File: src/rtl/snake_pkg.sv
// Shared constants and types for the snake collision-scan slice.
// Holds the playfield bounds, the FSM state encoding and the length helper.
package snake_pkg;

    localparam int COORD_W = 20;
    localparam int LEN_W   = 6;

    localparam logic [COORD_W-1:0] X_MIN = 20'd143;
    localparam logic [COORD_W-1:0] X_MAX = 20'd784;
    localparam logic [COORD_W-1:0] Y_MIN = 20'd35;
    localparam logic [COORD_W-1:0] Y_MAX = 20'd514;

    localparam logic [LEN_W-1:0] LEN_ONE = {{(LEN_W-1){1'b0}}, 1'b1};

    typedef enum logic [1:0] {
        ST_IDLE = 2'd0,
        ST_WALL = 2'd1,
        ST_SCAN = 2'd2,
        ST_FIN  = 2'd3
    } scanState_e;

    // A zero-length snake still has a head, so it is scanned as length one.
    function automatic logic [LEN_W-1:0] effLength(input logic [LEN_W-1:0] len);
        effLength = (len == {LEN_W{1'b0}}) ? LEN_ONE : len;
    endfunction

endpackage

File: src/rtl/collision_scan_ctrl_if.sv
// Bundle between tick/movement logic, segment RAM and the collision sequencer.
interface collision_scan_ctrl_if;
    import snake_pkg::*;

    logic               start;
    logic [COORD_W-1:0] headX;
    logic [COORD_W-1:0] headY;
    logic [LEN_W-1:0]   length;
    logic               walls;
    logic               clearGame;
    logic               segRd;
    logic [LEN_W-1:0]   segAddr;
    logic [COORD_W-1:0] segX;
    logic [COORD_W-1:0] segY;
    logic               busy;
    logic               done;
    logic               gameOver;
    logic               hitWall;
    logic               hitBody;

    modport master (
        output start, headX, headY, length, walls, clearGame, segX, segY,
        input  segRd, segAddr, busy, done, gameOver, hitWall, hitBody
    );

    modport slave (
        input  start, headX, headY, length, walls, clearGame, segX, segY,
        output segRd, segAddr, busy, done, gameOver, hitWall, hitBody
    );

endinterface

File: src/rtl/collision_scan_ctrl_bounds_check.sv
// Combinational playfield-wall test of the latched head position.
module coord_bounds_check
    import snake_pkg::*;
(
    input  logic [COORD_W-1:0] x,
    input  logic [COORD_W-1:0] y,
    input  logic               enable,
    output logic               hit
);

    // Bounds are inclusive-legal; anything strictly outside is a wall hit.
    always_comb begin
        hit = 1'b0;
        if (enable) begin
            hit = (x < X_MIN) || (x > X_MAX) || (y < Y_MIN) || (y > Y_MAX);
        end else begin
            hit = 1'b0;
        end
    end

endmodule

File: src/rtl/collision_scan_ctrl.sv
// Per-tick collision sequencer: wall check, then one body segment per clock,
// with sticky game-over and cause flags.
module collision_scan_ctrl
    import snake_pkg::*;
(
    input  logic                 clk,
    input  logic                 reset,
    collision_scan_ctrl_if.slave bus
);

    scanState_e         state_r;
    logic [COORD_W-1:0] hX_r;
    logic [COORD_W-1:0] hY_r;
    logic [LEN_W-1:0]   len_r;
    logic [LEN_W-1:0]   segAddr_r;
    logic               segRd_r;
    logic               busy_r;
    logic               done_r;
    logic               gameOver_r;
    logic               hitWall_r;
    logic               hitBody_r;

    logic               wallHit_s;
    logic               bodyHit_s;
    logic               lastSeg_s;
    logic               accept_s;

    coord_bounds_check uBounds (
        .x      (hX_r),
        .y      (hY_r),
        .enable (bus.walls),
        .hit    (wallHit_s)
    );

    // Segment compare against the RAM data for the address currently shown.
    always_comb begin
        bodyHit_s = (bus.segX == hX_r) && (bus.segY == hY_r);
        lastSeg_s = (segAddr_r == (len_r - LEN_ONE));
        accept_s  = (state_r == ST_IDLE) && bus.start && !gameOver_r;
    end

    // Sequencer state, address walk and sticky flags; a hit overrides clearGame.
    always_ff @(posedge clk) begin
        if (reset) begin
            state_r    <= ST_IDLE;
            hX_r       <= {COORD_W{1'b0}};
            hY_r       <= {COORD_W{1'b0}};
            len_r      <= LEN_ONE;
            segAddr_r  <= {LEN_W{1'b0}};
            segRd_r    <= 1'b0;
            busy_r     <= 1'b0;
            done_r     <= 1'b0;
            gameOver_r <= 1'b0;
            hitWall_r  <= 1'b0;
            hitBody_r  <= 1'b0;
        end else begin
            done_r <= 1'b0;
            if (bus.clearGame) begin
                gameOver_r <= 1'b0;
                hitWall_r  <= 1'b0;
                hitBody_r  <= 1'b0;
            end
            case (state_r)
                ST_IDLE: begin
                    if (accept_s) begin
                        hX_r    <= bus.headX;
                        hY_r    <= bus.headY;
                        len_r   <= effLength(bus.length);
                        busy_r  <= 1'b1;
                        state_r <= ST_WALL;
                    end
                end
                ST_WALL: begin
                    if (wallHit_s || (len_r <= LEN_ONE)) begin
                        busy_r  <= 1'b0;
                        done_r  <= 1'b1;
                        state_r <= ST_FIN;
                        if (wallHit_s) begin
                            gameOver_r <= 1'b1;
                            hitWall_r  <= 1'b1;
                        end
                    end else begin
                        segRd_r   <= 1'b1;
                        segAddr_r <= LEN_ONE;
                        state_r   <= ST_SCAN;
                    end
                end
                ST_SCAN: begin
                    if (bodyHit_s || lastSeg_s) begin
                        segRd_r <= 1'b0;
                        busy_r  <= 1'b0;
                        done_r  <= 1'b1;
                        state_r <= ST_FIN;
                        if (bodyHit_s) begin
                            gameOver_r <= 1'b1;
                            hitBody_r  <= 1'b1;
                        end
                    end else begin
                        segAddr_r <= segAddr_r + LEN_ONE;
                    end
                end
                ST_FIN: begin
                    state_r <= ST_IDLE;
                end
                default: begin
                    state_r <= ST_IDLE;
                end
            endcase
        end
    end

    assign bus.segRd    = segRd_r;
    assign bus.segAddr  = segAddr_r;
    assign bus.busy     = busy_r;
    assign bus.done     = done_r;
    assign bus.gameOver = gameOver_r;
    assign bus.hitWall  = hitWall_r;
    assign bus.hitBody  = hitBody_r;

endmodule

File: src/flat_wrapper.sv
// flat-port wrapper written by rule: the top's interface ports become plain ports
module collision_scan_ctrl_flat import snake_pkg::*;
  (clk, reset, bus_start, bus_headX, bus_headY, bus_length, bus_walls, bus_clearGame, bus_segX, bus_segY, bus_segRd, bus_segAddr, bus_busy, bus_done, bus_gameOver, bus_hitWall, bus_hitBody);
  collision_scan_ctrl_if bus_i ();
  input  logic clk;
  input  logic reset;
  input wire logic [$bits(bus_i.start)-1:0] bus_start;
  input wire logic [$bits(bus_i.headX)-1:0] bus_headX;
  input wire logic [$bits(bus_i.headY)-1:0] bus_headY;
  input wire logic [$bits(bus_i.length)-1:0] bus_length;
  input wire logic [$bits(bus_i.walls)-1:0] bus_walls;
  input wire logic [$bits(bus_i.clearGame)-1:0] bus_clearGame;
  input wire logic [$bits(bus_i.segX)-1:0] bus_segX;
  input wire logic [$bits(bus_i.segY)-1:0] bus_segY;
  output wire logic [$bits(bus_i.segRd)-1:0] bus_segRd;
  output wire logic [$bits(bus_i.segAddr)-1:0] bus_segAddr;
  output wire logic [$bits(bus_i.busy)-1:0] bus_busy;
  output wire logic [$bits(bus_i.done)-1:0] bus_done;
  output wire logic [$bits(bus_i.gameOver)-1:0] bus_gameOver;
  output wire logic [$bits(bus_i.hitWall)-1:0] bus_hitWall;
  output wire logic [$bits(bus_i.hitBody)-1:0] bus_hitBody;
  assign bus_i.start = bus_start;
  assign bus_i.headX = bus_headX;
  assign bus_i.headY = bus_headY;
  assign bus_i.length = bus_length;
  assign bus_i.walls = bus_walls;
  assign bus_i.clearGame = bus_clearGame;
  assign bus_i.segX = bus_segX;
  assign bus_i.segY = bus_segY;
  assign bus_segRd = bus_i.segRd;
  assign bus_segAddr = bus_i.segAddr;
  assign bus_busy = bus_i.busy;
  assign bus_done = bus_i.done;
  assign bus_gameOver = bus_i.gameOver;
  assign bus_hitWall = bus_i.hitWall;
  assign bus_hitBody = bus_i.hitBody;
  collision_scan_ctrl u_core (.clk(clk), .reset(reset), .bus(bus_i));
endmodule
File: config.mk
export PLATFORM = sky130hd
export DESIGN_NAME = collision_scan_ctrl_flat
export DESIGN_NICKNAME = d
export VERILOG_FILES = /design/src/rtl/snake_pkg.sv /design/src/rtl/collision_scan_ctrl_if.sv /design/src/rtl/collision_scan_ctrl_bounds_check.sv /design/src/rtl/collision_scan_ctrl.sv /design/src/flat_wrapper.sv
export SDC_FILE = /design/constraint.sdc
export NUM_CORES = 1
export LEC_CHECK = 0
export CAP_MARGIN = 10
export CORE_MARGIN = 1.5
export CORE_UTILIZATION = 47
export CTS_CLUSTER_DIAMETER = 50
export DETAILED_ROUTE_END_ITERATION = 8
export PLACE_DENSITY = 0.81
export SLEW_MARGIN = 15
export SYNTH_ARGS = -nofsm -noshare
export SYNTH_HDL_FRONTEND = slang
export SYNTH_HIERARCHICAL = 1
export SYNTH_SLANG_ARGS = --single-unit
File: constraint.sdc
create_clock -name clk -period 3.4 [get_ports clk]
set_clock_uncertainty 0.05 [all_clocks]
set_input_delay 1.02 -clock clk [delete_from_list [all_inputs] [get_ports clk]]
set_output_delay 1.02 -clock clk [all_outputs]
set_load 0.005 [all_outputs]
# Word-level counts from Yosys, hierarchy flattened
# Index checks and enable logic that the tools add are counted.
dict set report totals {
  inputBits 91
  memories 0
  mem_bits_ro 0
  regBits 60
  word_cells 79
  ram_bits 0
  latch_bits 0
  output_inout_bits 12
}
dict set report op_classes {
  eq_ne 11
  mux 32
  n_reduce_logical 18
  div 0
  bitwise_logic 0
  mul 0
  add_sub_neg 2
  shift 0
  magnitude_cmp 5
}
# operator count
set op_table {}
lappend op_table {{20-bit == test} 2}
lappend op_table {{20-bit by 10-bit greater-than comparator with 1-bit output, second input constant} 2}
lappend op_table {{1-bit two-way mux} 21}
lappend op_table {{20-bit by 6-bit less-than comparator with 1-bit output, second input constant} 1}
lappend op_table {{20-bit by 8-bit less-than comparator with 1-bit output, second input constant} 1}
lappend op_table {{6-bit two-way mux} 3}
lappend op_table {{6-bit one-hot mux with 2 select lines} 1}
lappend op_table {{2-bit one-hot mux with 4 select lines} 1}
lappend op_table {{6-bit by 1-bit adder with 6-bit output, second input constant} 1}
lappend op_table {{6-bit == test} 1}
lappend op_table {{6-bit by 1-bit less-or-equal comparator with 1-bit output, second input constant} 1}
lappend op_table {{6-bit logical NOT} 1}
lappend op_table {{2-bit by 1-bit inequality test with 1-bit output, second input constant} 3}
lappend op_table {{1-bit one-hot mux with 2 select lines} 3}
lappend op_table {{3-bit AND reduction} 2}
lappend op_table {{6-bit by 1-bit subtractor with 6-bit output, second input constant} 1}
lappend op_table {{1-bit logical OR} 5}
lappend op_table {{2-bit == test, second input constant} 2}
lappend op_table {{2-bit two-way mux} 2}
lappend op_table {{2-bit inequality test, second input constant} 2}
lappend op_table {{2-bit AND reduction} 2}
lappend op_table {{4-bit AND reduction} 1}
lappend op_table {{1-bit logical AND} 3}
lappend op_table {{1-bit one-hot mux with 3 select lines} 1}
lappend op_table {{5 further kinds} 5}

# Longest topological paths before layout
# Gate-level depths: netlist of run 1.
dict set report depth {
  depth_word 8
  mapped_depth 10
  mapped_depth_nobuf 10
}

# Modules after synthesis
# Netlist of run 1, hierarchy kept.
# mod n_inst cells_per_inst seq_area_each_um2 area_per_inst_um2
set by_module_without_submodules {}
lappend by_module_without_submodules {collision_scan_ctrl 1 386 1201.2 3070.4}
lappend by_module_without_submodules {coord_bounds_check 1 23 0.0 138.9}

# Worst setup path before layout of run 1
# OpenSTA, ideal clock, no wires.
dict set report synth_path {
  path_kind {reg-to-reg}
  start {register u_core.hX_r[2]}
  end {register u_core.segAddr_r[5], in the netlist u_core/bus.segAddr[5]}
  path_stages_with_launch 11
  setup_ns 0.063
  required_ns 3.287
  path_slack_ns 0.957
  synth_period_minus_slack_ns 2.443
  arrival_ns 2.329
  cell_sequence {dfxtp_1 > o41ai_1 > a21oi_1 > nor4_1 > a31oi_1 > nand2_1 > o311ai_2 > or2_2 > or3_1 > nor4_1 > nand3b_1}
}
dict set report synth_via {
  elab_chain_cells 8
  elab_cells_between_ends 13
  cone_classes {order compare (2); eq/ne (3); mux (1); reduce/logical (7)}
}
# item line_no
set synth_rtl {}
lappend synth_rtl {{start: declaration} collision_scan_ctrl.sv:12} ;# logic [COORD_W-1:0] hX_r;
lappend synth_rtl {{start signal: assignment} collision_scan_ctrl.sv:46} ;# hX_r <= {COORD_W{1'b0}};
lappend synth_rtl {{start signal: assignment} collision_scan_ctrl.sv:66} ;# hX_r <= bus.headX;
lappend synth_rtl {{20-bit by 8-bit less-than comparator with 1-bit output or 20-bit by 10-bit greater-than comparator with 1-bit output (tied branches)} collision_scan_ctrl_bounds_check.sv:15} ;# hit = (x < X_MIN) || (x > X_MAX) || (y < Y_MIN) || (y > Y_MAX);
lappend synth_rtl {{1-bit logical OR * (3 in series)} collision_scan_ctrl_bounds_check.sv:15}
lappend synth_rtl {{1-bit two-way mux *} collision_scan_ctrl_bounds_check.sv:14} ;# if (enable) begin
lappend synth_rtl {{named net u_core.wallHit_s} collision_scan_ctrl.sv:23} ;# logic wallHit_s;
lappend synth_rtl {{1-bit logical OR *} collision_scan_ctrl.sv:74} ;# if (wallHit_s || (len_r <= LEN_ONE)) begin
lappend synth_rtl {{2-bit inequality test (no line) *} n/a}
lappend synth_rtl {{3-bit AND reduction (no line) *} n/a}
lappend synth_rtl {{end signal: assignment} collision_scan_ctrl.sv:49} ;# segAddr_r <= {LEN_W{1'b0}};
lappend synth_rtl {{end signal: assignment} collision_scan_ctrl.sv:99} ;# segAddr_r <= segAddr_r + LEN_ONE;
lappend synth_rtl {{end: declaration} collision_scan_ctrl.sv:15} ;# logic [LEN_W-1:0] segAddr_r;
# The timed path passes the listed nets; every way through them passes the cells marked *.
# A chain may end at the register's enable or synchronous reset.

# Final worst setup path of run 1
dict set report layout_path {
  start {input port bus_segY[8]}
  end {register u_core.gameOver_r, in the netlist u_core/bus.gameOver}
}
dict set report layout_via {
  elab_chain_cells 5
  elab_cells_between_ends 6
  cone_classes {eq/ne (1); mux (3); reduce/logical (2)}
}
# item line_no
set layout_rtl {}
lappend layout_rtl {{start: declaration} flat_wrapper.sv:14} ;# input wire logic [$bits(bus_i.segY)-1:0] bus_segY;
lappend layout_rtl {{20-bit == test *} collision_scan_ctrl.sv:37} ;# bodyHit_s = (bus.segX == hX_r) && (bus.segY == hY_r);
lappend layout_rtl {{1-bit logical AND *} collision_scan_ctrl.sv:37}
lappend layout_rtl {{1-bit two-way mux or 1-bit logical OR (tied branches)} {collision_scan_ctrl.sv:94, collision_scan_ctrl.sv:89}}
lappend layout_rtl {{1-bit two-way mux *} collision_scan_ctrl.sv:89} ;# if (bodyHit_s || lastSeg_s) begin
lappend layout_rtl {{1-bit one-hot mux with 2 select lines *} collision_scan_ctrl.sv:63} ;# case (state_r)
lappend layout_rtl {{end signal: assignment} collision_scan_ctrl.sv:53} ;# gameOver_r <= 1'b0;
lappend layout_rtl {{end signal: assignment} collision_scan_ctrl.sv:59} ;# gameOver_r <= 1'b0;
lappend layout_rtl {{end signal: assignment} collision_scan_ctrl.sv:95} ;# gameOver_r <= 1'b1;
lappend layout_rtl {{end: declaration} collision_scan_ctrl.sv:19} ;# logic gameOver_r;
# Every way passes the cells marked *; elsewhere a longest branch is shown, timed or not.

==> key figures, run 1 <==
Floorplan
  – DIE AREA: approximately 7300 um2
  – Row count: 29
  – Core Region: around 6500 um2
  – IO Count: 103
  – Die width: between 80 and 90 um
  – Die Y: 85.64 um
  – Initial core utilization: 49.69%

Min path
  – Hold path depth: 2
  – Hold path startpoint: u_core/bus.hitWall$_SDFF_PP0_
  – Hold/Removal Path Class: reg -> reg
  – Worst hold endpoint: u_core/bus.hitWall$_SDFF_PP0_

STA
  – Period minus WS final: slightly below 3000 ps
  – RSZ-0062 raised after global routing: false
  – Fin crit share: between 80 and 90%
  – Final hold violations: 0
  – Setup_tns: 0 ps
  – Final slew viol count: 0
  – Fin Hold WS: 431.0 ps
  – Slew HR: about 60%
  – Fmax achieved: 337.5 MHz
  – Least-Margin Pin Slew: between 600 and 700 ps
  – Final setup violation count: 0

Cells and area
  – Diode count: 0
  – Nets: 606
  – Util after Layout: a little over two thirds
  – FILL cells: roughly 510
  – Area grow syn2layout: 40.94%
  – Fraction of layout cells with a size suffix above 1: ~7%

Logic synthesis
  – Most common cell in the netlist: nand2_1
  – Commonest cells post-synth: nand2_1, dfxtp_1, a21oi_1
  – Synth cell types: 52
  – Top cells by area, synth: dfxtp_1, nand2_1, xnor2_1, a21oi_1, ha_1
  – Primary FF master, synth: dfxtp_1
  – Post-Syn Instances: 409
  – Post-Syn Area per Cell: 7.847 um2
  – Sequential fraction of the synthesis area: between 30% and 40%
  – Syn Std Cell Area: approximately 3200 um2
  – Number of synthesized flops with an enable pin: 0
  – Post-synth ARST share: 0%
  – Ys Warns: 6
  – Synth Net Count: 506
  – Yosys top cell area share: approximately 37%
  – Flops & latches, synth: 60
  – Post-synth top area cell: dfxtp_1

Pwr
  – Peak VDD IR: 258.4 uV
  – Seq pwr share: between 30% and 40%
  – Clk network pwr share: a little over a quarter
  – Pwr dens: roughly 620 nW/um2
  – Net Sw Power: 1.013 mW
  – Internal: between 1.5 and 2 mW
  – Static Leak: between 1.5 and 2 nW
  – Power Total: 2.820 mW
  – Switching share of power: between 30% and 40%
  – Comb pwr share: 37.6%

Route
  – Final wirelength: roughly 9200 um
  – DR pass1 iterations: 7
  – Average wire per standard cell: approximately 16 um
  – Via density per instance: roughly 5.6
  – Via count: roughly 3300
  – Number of remaining DRC errors: 5
  – Iter 0 DRT Violations: around 210
  – Routed Antenna Nets: 0

Clock tree
  – Worst skew pair latency: 340 ps
  – Hold_buf cts: 0
  – Post CTS Setup Buffer Count: 0
  – Clock transition at the registers of the reported paths: 70 ps
  – CTS tree: yes
  – Sink Count: 60
  – CTS H-tree lvls: 3
  – Root buf cell: clkbuf_8
  – CTS buffer count: 9
  – Post-CTS sizing: 0
  – CTS Buffer Depth: 2

Critical path
  – Critical path cell sequence: clkdlybuf4s50_1 > xnor2_1 > nand4_1 > nor4_1 > and4_1 > buf_4 > nand2_1 > a311oi_1
  – CP Max Fanout: 11
  – Crit path launch: bus_segY[8]
  – CP required: approximately 3600 ps
  – Setup CP Type: in -> reg
  – Arrival @ worst endpoint: roughly 3200 ps
  – CP top delay family: simple AND/OR/NAND/NOR gates
  – FF-to-FF End: u_core/bus.segAddr[5]$_SDFFE_PP0P_
  – Slowest stage delay, CP: around 500 ps
  – Critical path endpoint category: flip-flop
  – Worst r2r src: u_core/hX_r[2]$_SDFFE_PP0P_
  – CP Buf/Inv Count: 2
  – Critical path launch point type: primary input
  – Critical-path top delay cell: nor4_1
  – Worst-case reg-to-reg path depth: 10
  – R2r setup slk: just under 700 ps

Global route
  – Met2 usage: between 40% and 50%
  – Vias in the first global route: approximately 3300
  – Total gr overflow: 0
  – Global routing usage on met3: approximately 8.5%
  – Largest net degree at the start of global routing: 46
  – Global-route wire length before repair: about 15000 um
  – Antenna violations before repair: 0
  – GRT busiest layer: met2
  – GRT Overall Usage: about a quarter
  – Met1 Use GR: between 30% and 40%

Placed design
  – I/O Buffers: between 100 and 150
  – GP Congestion: 0.9172
  – DP Wirelength: slightly below 7000 um

Flow run
  – Max-Cap Viols: 0

Outcome
  – Outcome: complete, but fails checks
  – Failing checks: DRC
state kept, by name, indices dropped and copies added, names as in the netlist:
register,count
u_core/bus.busy,1
u_core/hX_r,20
u_core/bus.hitBody,1
u_core/bus.done,1
u_core/bus.hitWall,1
u_core/bus.gameOver,1
u_core/bus.segRd,1
u_core/bus.segAddr,6
u_core/len_r,6
u_core/hY_r,20
u_core/state_r,2
worst register-to-register path: cells and delay by family (launching register included):
family           cells  cell delay, ps
flip-flops           1             340
AND/OR/NAND/NOR      6            1410
AO/OA/AOI/OAI        4             850
power by group through the flow:
stage	sequential, mW	clock [mW]	combinational [mW]
3_5_place_dp	1.02	0	1.04
3_3_place_gp	1.01	0	1.01
5_1_grt	1.02	0.805	1.17
2_1_floorplan	0.969	0	0.744
4_1_cts	1.00	0.765	1.05
6_report	1.00	0.757	1.06
per-stage QoR:
step	worst slack (ps)	cells	instance area [um2]
after floorplan	957.2	409	3209
after global placement	218.0	575	4288
after detailed placement	109.9	575	4288
after CTS	466.4	591	4523
after global routing	339.3	591	4523
final	436.9	591	4523
worst max path at each step:
stage	endpoint	cells after the start
2_1_floorplan	u_core/bus.segAddr[5]$_SDFFE_PP0P_	10
3_3_place_gp	u_core/bus.gameOver$_SDFF_PP0_	8
3_5_place_dp	u_core/bus.gameOver$_SDFF_PP0_	8
4_1_cts	u_core/bus.gameOver$_SDFF_PP0_	8
5_1_grt	u_core/bus.gameOver$_SDFF_PP0_	8
6_report	u_core/bus.gameOver$_SDFF_PP0_	8
area by class of cell:
cell class,instances,area (um2),share of cell area (%)
well taps,77,96.34,2.130
clock inverters,4,70.07,1.549
repair buffers,109,1069,23.62
clock buffers,12,165.2,3.651
inverters,8,30.03,0.6639
multi-input cells,321,1892,41.83
flip-flops and latches,60,1201,26.56
layer usage:
layer / up-vias / wire length [um]
met5: - / 0
met4: 0 / 221
met2: 186 / 4444
li1: 1620 / -
met3: 29 / 835
met1: 1470 / 3674
cell families (layout without fill, tap and decap cells):
kind of cell | after synthesis | after routing | share of synthesized area (%)
xor gates and xnor gates | 46 | 46 | 12.55
adders and majority gates | 6 | 6 | 2.339
AOI/OAI and AO/OA | 88 | 88 | 16.84
and+or+nand+nor | 178 | 178 | 26.16
DFF | 60 | 60 | 37.43
buffers and inverters | 28 | 133 | 3.704
muxes | 3 | 3 | 0.9747
layout by cell type, fill, tap and decap left out, types with 7 or more instances in the layout:
| cell | synthesis | routed |
|---|---|---|
| a21oi_1 | 54 | 54 |
| clkdlybuf4s50_1 | 0 | 101 |
| clkbuf_8 | 0 | 12 |
| a31oi_1 | 7 | 7 |
| nor4_1 | 11 | 11 |
| xor2_1 | 8 | 8 |
| nor2_1 | 11 | 10 |
| buf_4 | 0 | 7 |
| inv_1 | 8 | 8 |
| xnor2_1 | 38 | 38 |
| nand2_1 | 105 | 105 |
| dfxtp_1 | 60 | 60 |
| nand4_1 | 12 | 12 |
(Power assumes the default switching activity.)
==> run 2: changes to the inputs <==
--- a/config.mk
+++ b/config.mk
@@ -5,7 +5,6 @@
 export SDC_FILE = /design/constraint.sdc
 export NUM_CORES = 1
 export LEC_CHECK = 0
-export CAP_MARGIN = 10
 export CORE_MARGIN = 1.5
 export CORE_UTILIZATION = 47
 export CTS_CLUSTER_DIAMETER = 50
==> results of run 2 <==
Same layout as run 1: the final DEF is identical, and so are final timing and power.
==> run 3: changes to the inputs <==
--- a/config.mk
+++ b/config.mk
@@ -6,10 +6,11 @@
 export NUM_CORES = 1
 export LEC_CHECK = 0
 export CORE_MARGIN = 1.5
-export CORE_UTILIZATION = 47
+export CORE_UTILIZATION = 48
+export CTS_BUF_LIST = sky130_fd_sc_hd__clkbuf_4 sky130_fd_sc_hd__clkbuf_8
 export CTS_CLUSTER_DIAMETER = 50
 export DETAILED_ROUTE_END_ITERATION = 8
-export PLACE_DENSITY = 0.81
+export PLACE_DENSITY = 0.83
 export SLEW_MARGIN = 15
 export SYNTH_ARGS = -nofsm -noshare
 export SYNTH_HDL_FRONTEND = slang
==> key figures, run 3 (synthesized netlist as in run 1, its figures left out) <==
Placed design
  – Pre-CTS WS: 296.3 ps (+186.4 ps)
  – GP Congestion: 0.8825 (-3.8%)
  – DP Cell Count: 573 (-0.35%)
  – I/O Buffers: 102 (unchanged)
  – DP Wirelength: 6717 um (-1.7%)

STA
  – Period minus WS final: 2756 ps (-206.8 ps)
  – Worst setup margin: 643.7 ps (+206.8 ps)
  – Fmax achieved: 362.8 MHz (+7.5%)
  – RSZ-0062 raised after global routing: false
  – Setup_tns: 0 ps (unchanged)
  – Fin crit share: 81.07% (-6.1 points)
  – Slew HR: 47.22% (-12 points)
  – Final slew viol count: 0 (unchanged)
  – Final setup violation count: 0 (unchanged)
  – Least-Margin Pin Slew: 791.7 ps (+186.2 ps)
  – Final hold violations: 0 (unchanged)

Global route
  – Met2 usage: 45.31% (+0.28 points)
  – Global routing usage on met3: 7.571% (-0.90 points)
  – GRT Overall Usage: 26.27% (-0.15 points)
  – GRT busiest layer: met2
  – Largest net degree at the start of global routing: 49 (+6.5%)
  – Vias in the first global route: 3179 (-3.2%)
  – Total gr overflow: 0 (unchanged)
  – Met1 Use GR: 31.57% (+0.93 points)
  – Global-route wire length before repair: 14770 um (-1.8%)
  – Antenna violations before repair: 0 (unchanged)

Critical path
  – CP Buf/Inv Count: 2 (unchanged)
  – R2r setup slk: 680 ps (about the same)
  – CP required: 3600 ps (about the same)
  – Worst r2r src: u_core/hY_r[11]$_SDFFE_PP0P_
  – Crit path launch: bus_segX[4]
  – Setup CP Type: in -> reg
  – Critical path cell sequence: clkdlybuf4s50_1 > xnor2_1 > nand4_1 > nor4_1 > and4_1 > buf_4 > nand2_1 > a311oi_1
  – Slowest stage delay, CP: 470 ps (-40 ps)
  – Critical path launch point type: primary input
  – Arrival @ worst endpoint: 2960 ps (-210 ps)
  – Worst-case reg-to-reg path depth: 10 (unchanged)
  – CP Max Fanout: 11 (unchanged)
  – CP top delay family: simple AND/OR/NAND/NOR gates
  – Critical-path top delay cell: clkdlybuf4s50_1
  – Critical path endpoint category: flip-flop
  – FF-to-FF End: u_core/bus.segAddr[5]$_SDFFE_PP0P_

Clock tree
  – Sink Count: 60 (unchanged)
  – Post-CTS sizing: 0 (unchanged)
  – CTS tree: yes
  – Worst skew pair latency: 340 ps (about the same)
  – Root buf cell: clkbuf_8
  – Hold_buf cts: 0 (unchanged)
  – Clock transition at the registers of the reported paths: 60 ps (about the same)
  – CTS H-tree lvls: 3 (unchanged)
  – CTS Buffer Depth: 2 (unchanged)
  – CTS buffer count: 9 (unchanged)
  – Post CTS Setup Buffer Count: 0 (unchanged)

Cells and area
  – Util after Layout: 69.53% (-0.50 points)
  – Commonest non-fill, non-tap cell in the layout: nand2_1
  – Largest registers: u_core/hX_r (20), u_core/hY_r (20)
  – Finished Layout Cells: 589 (-0.34%)
  – Multi-input gate area: 1892 um2 (unchanged)
  – Register area: 1201 um2 (unchanged)
  – Area grow syn2layout: 39.14%
  – Fraction of layout cells with a size suffix above 1: 6.445% (-0.36 points)
  – Diode count: 0 (unchanged)
  – Nets: 604 (-0.33%)
  – Most frequent cells in the layout: nand2_1, clkdlybuf4s50_1, dfxtp_1
  – FILL cells: 513 (+0.20%)

Pwr
  – Peak VDD IR: 318.3 uV (+23%)
  – Switching share of power: 37.42% (+1.5 points)
  – Static Leak: 1.610 nW (-1.7%)
  – Net Sw Power: 1.004 mW (-0.85%)
  – Power Total: 2.684 mW (-4.8%)
  – Seq pwr share: 37.3% (+1.7 points)
  – Clk network pwr share: 23.0% (-3.9 points)
  – Pwr dens: 601.1 nW/um2 (-3.6%)
  – Internal: 1.680 mW (-7.0%)
  – Comb pwr share: 39.7% (+2.1 points)

Floorplan
  – Core Region: 6422 um2 (-0.56%)
  – Die width: 84.77 um (-1.0%)
  – Row count: 29 (unchanged)
  – Initial core utilization: 49.97% (+0.28 points)
  – Die Y: 84.77 um (-1.0%)
  – IO Count: 103 (unchanged)
  – DIE AREA: 7186 um2 (-2.0%)

Min path
  – Worst hold endpoint: u_core/bus.hitBody$_SDFF_PP0_
  – Hold path depth: 2 (unchanged)
  – Hold path startpoint: u_core/bus.hitBody$_SDFF_PP0_
  – Hold/Removal Path Class: reg -> reg

Route
  – Iter 0 DRT Violations: 226 (+7.1%)
  – Average wire per standard cell: 15.54 um (+0.13%)
  – DR pass1 iterations: 9 (+2)
  – Number of remaining DRC errors: 2 (-3)
  – Routed Antenna Nets: 0 (unchanged)
  – Via density per instance: 5.677 (+1.5%)
  – Final wirelength: 9156 um (-0.21%)
  – Via count: 3344 (+1.2%)

Outcome
  – Failing checks: DRC
  – Outcome: complete, but fails checks

Flow run
  – Max-Cap Viols: 0 (unchanged)
## run 3: changes by cell type in the layout (fill, tap and decap cells not counted)
cell	before	now
bufinv_16	2	0
clkinv_2	2	1
clkbuf_4	0	3
buf_4	7	5
## run 3: how the worst max path moves through the flow
| stage | to | slack [ps] | depth (start not counted) |
|---|---|---|---|
| 4_1_cts | u_core/bus.gameOver$_SDFF_PP0_ | 650 | 8 |
| 2_1_floorplan | u_core/bus.segAddr[5]$_SDFFE_PP0P_ | 960 | 10 |
| 5_1_grt | u_core/bus.gameOver$_SDFF_PP0_ | 390 | 8 |
| 6_report | u_core/bus.gameOver$_SDFF_PP0_ | 640 | 8 |
| 3_3_place_gp | u_core/bus.gameOver$_SDFF_PP0_ | 360 | 8 |
| 3_5_place_dp | u_core/bus.gameOver$_SDFF_PP0_ | 300 | 8 |
## run 3: tightest hold or removal path, stage by stage, from the launching register on
cell and delay [ps]:
dfxtp_1 310, nand2_1 60, a21oi_1 60
## run 3: area by class of cell
class,count,share of cell area [%]
clock inverter,1,0.1121
tap,77,2.157
inverter,8,0.6725
sequential,60,26.90
multi-input combinational,321,42.36
clock buffer,15,4.203
timing repair buffer,107,23.59
## run 3: power groups by stage
stage               Clock [mW]  Combinational [mW]  Sequential (mW)
floorplan                    0               0.744            0.969
global placement             0                1.01             1.01
detailed placement           0                1.03             1.01
CTS                      0.626                1.05            0.999
global route             0.668                1.15             1.02
finish                   0.617                1.07             1.00
## run 3: routing by layer
metal	up-vias	part of all wire [%]
met3	19	7.4
li1	1617	-
met5	-	0
met1	1572	40
met2	136	51
met4	0	1.9
## run 3: per-stage QoR
step	hold slack, ps	instance area [um2]
after global routing	450.7	4466
after CTS	426.5	4466
after floorplan	409.2	3209
final	430.2	4466
after global placement	410.2	4273
after detailed placement	414.4	4273
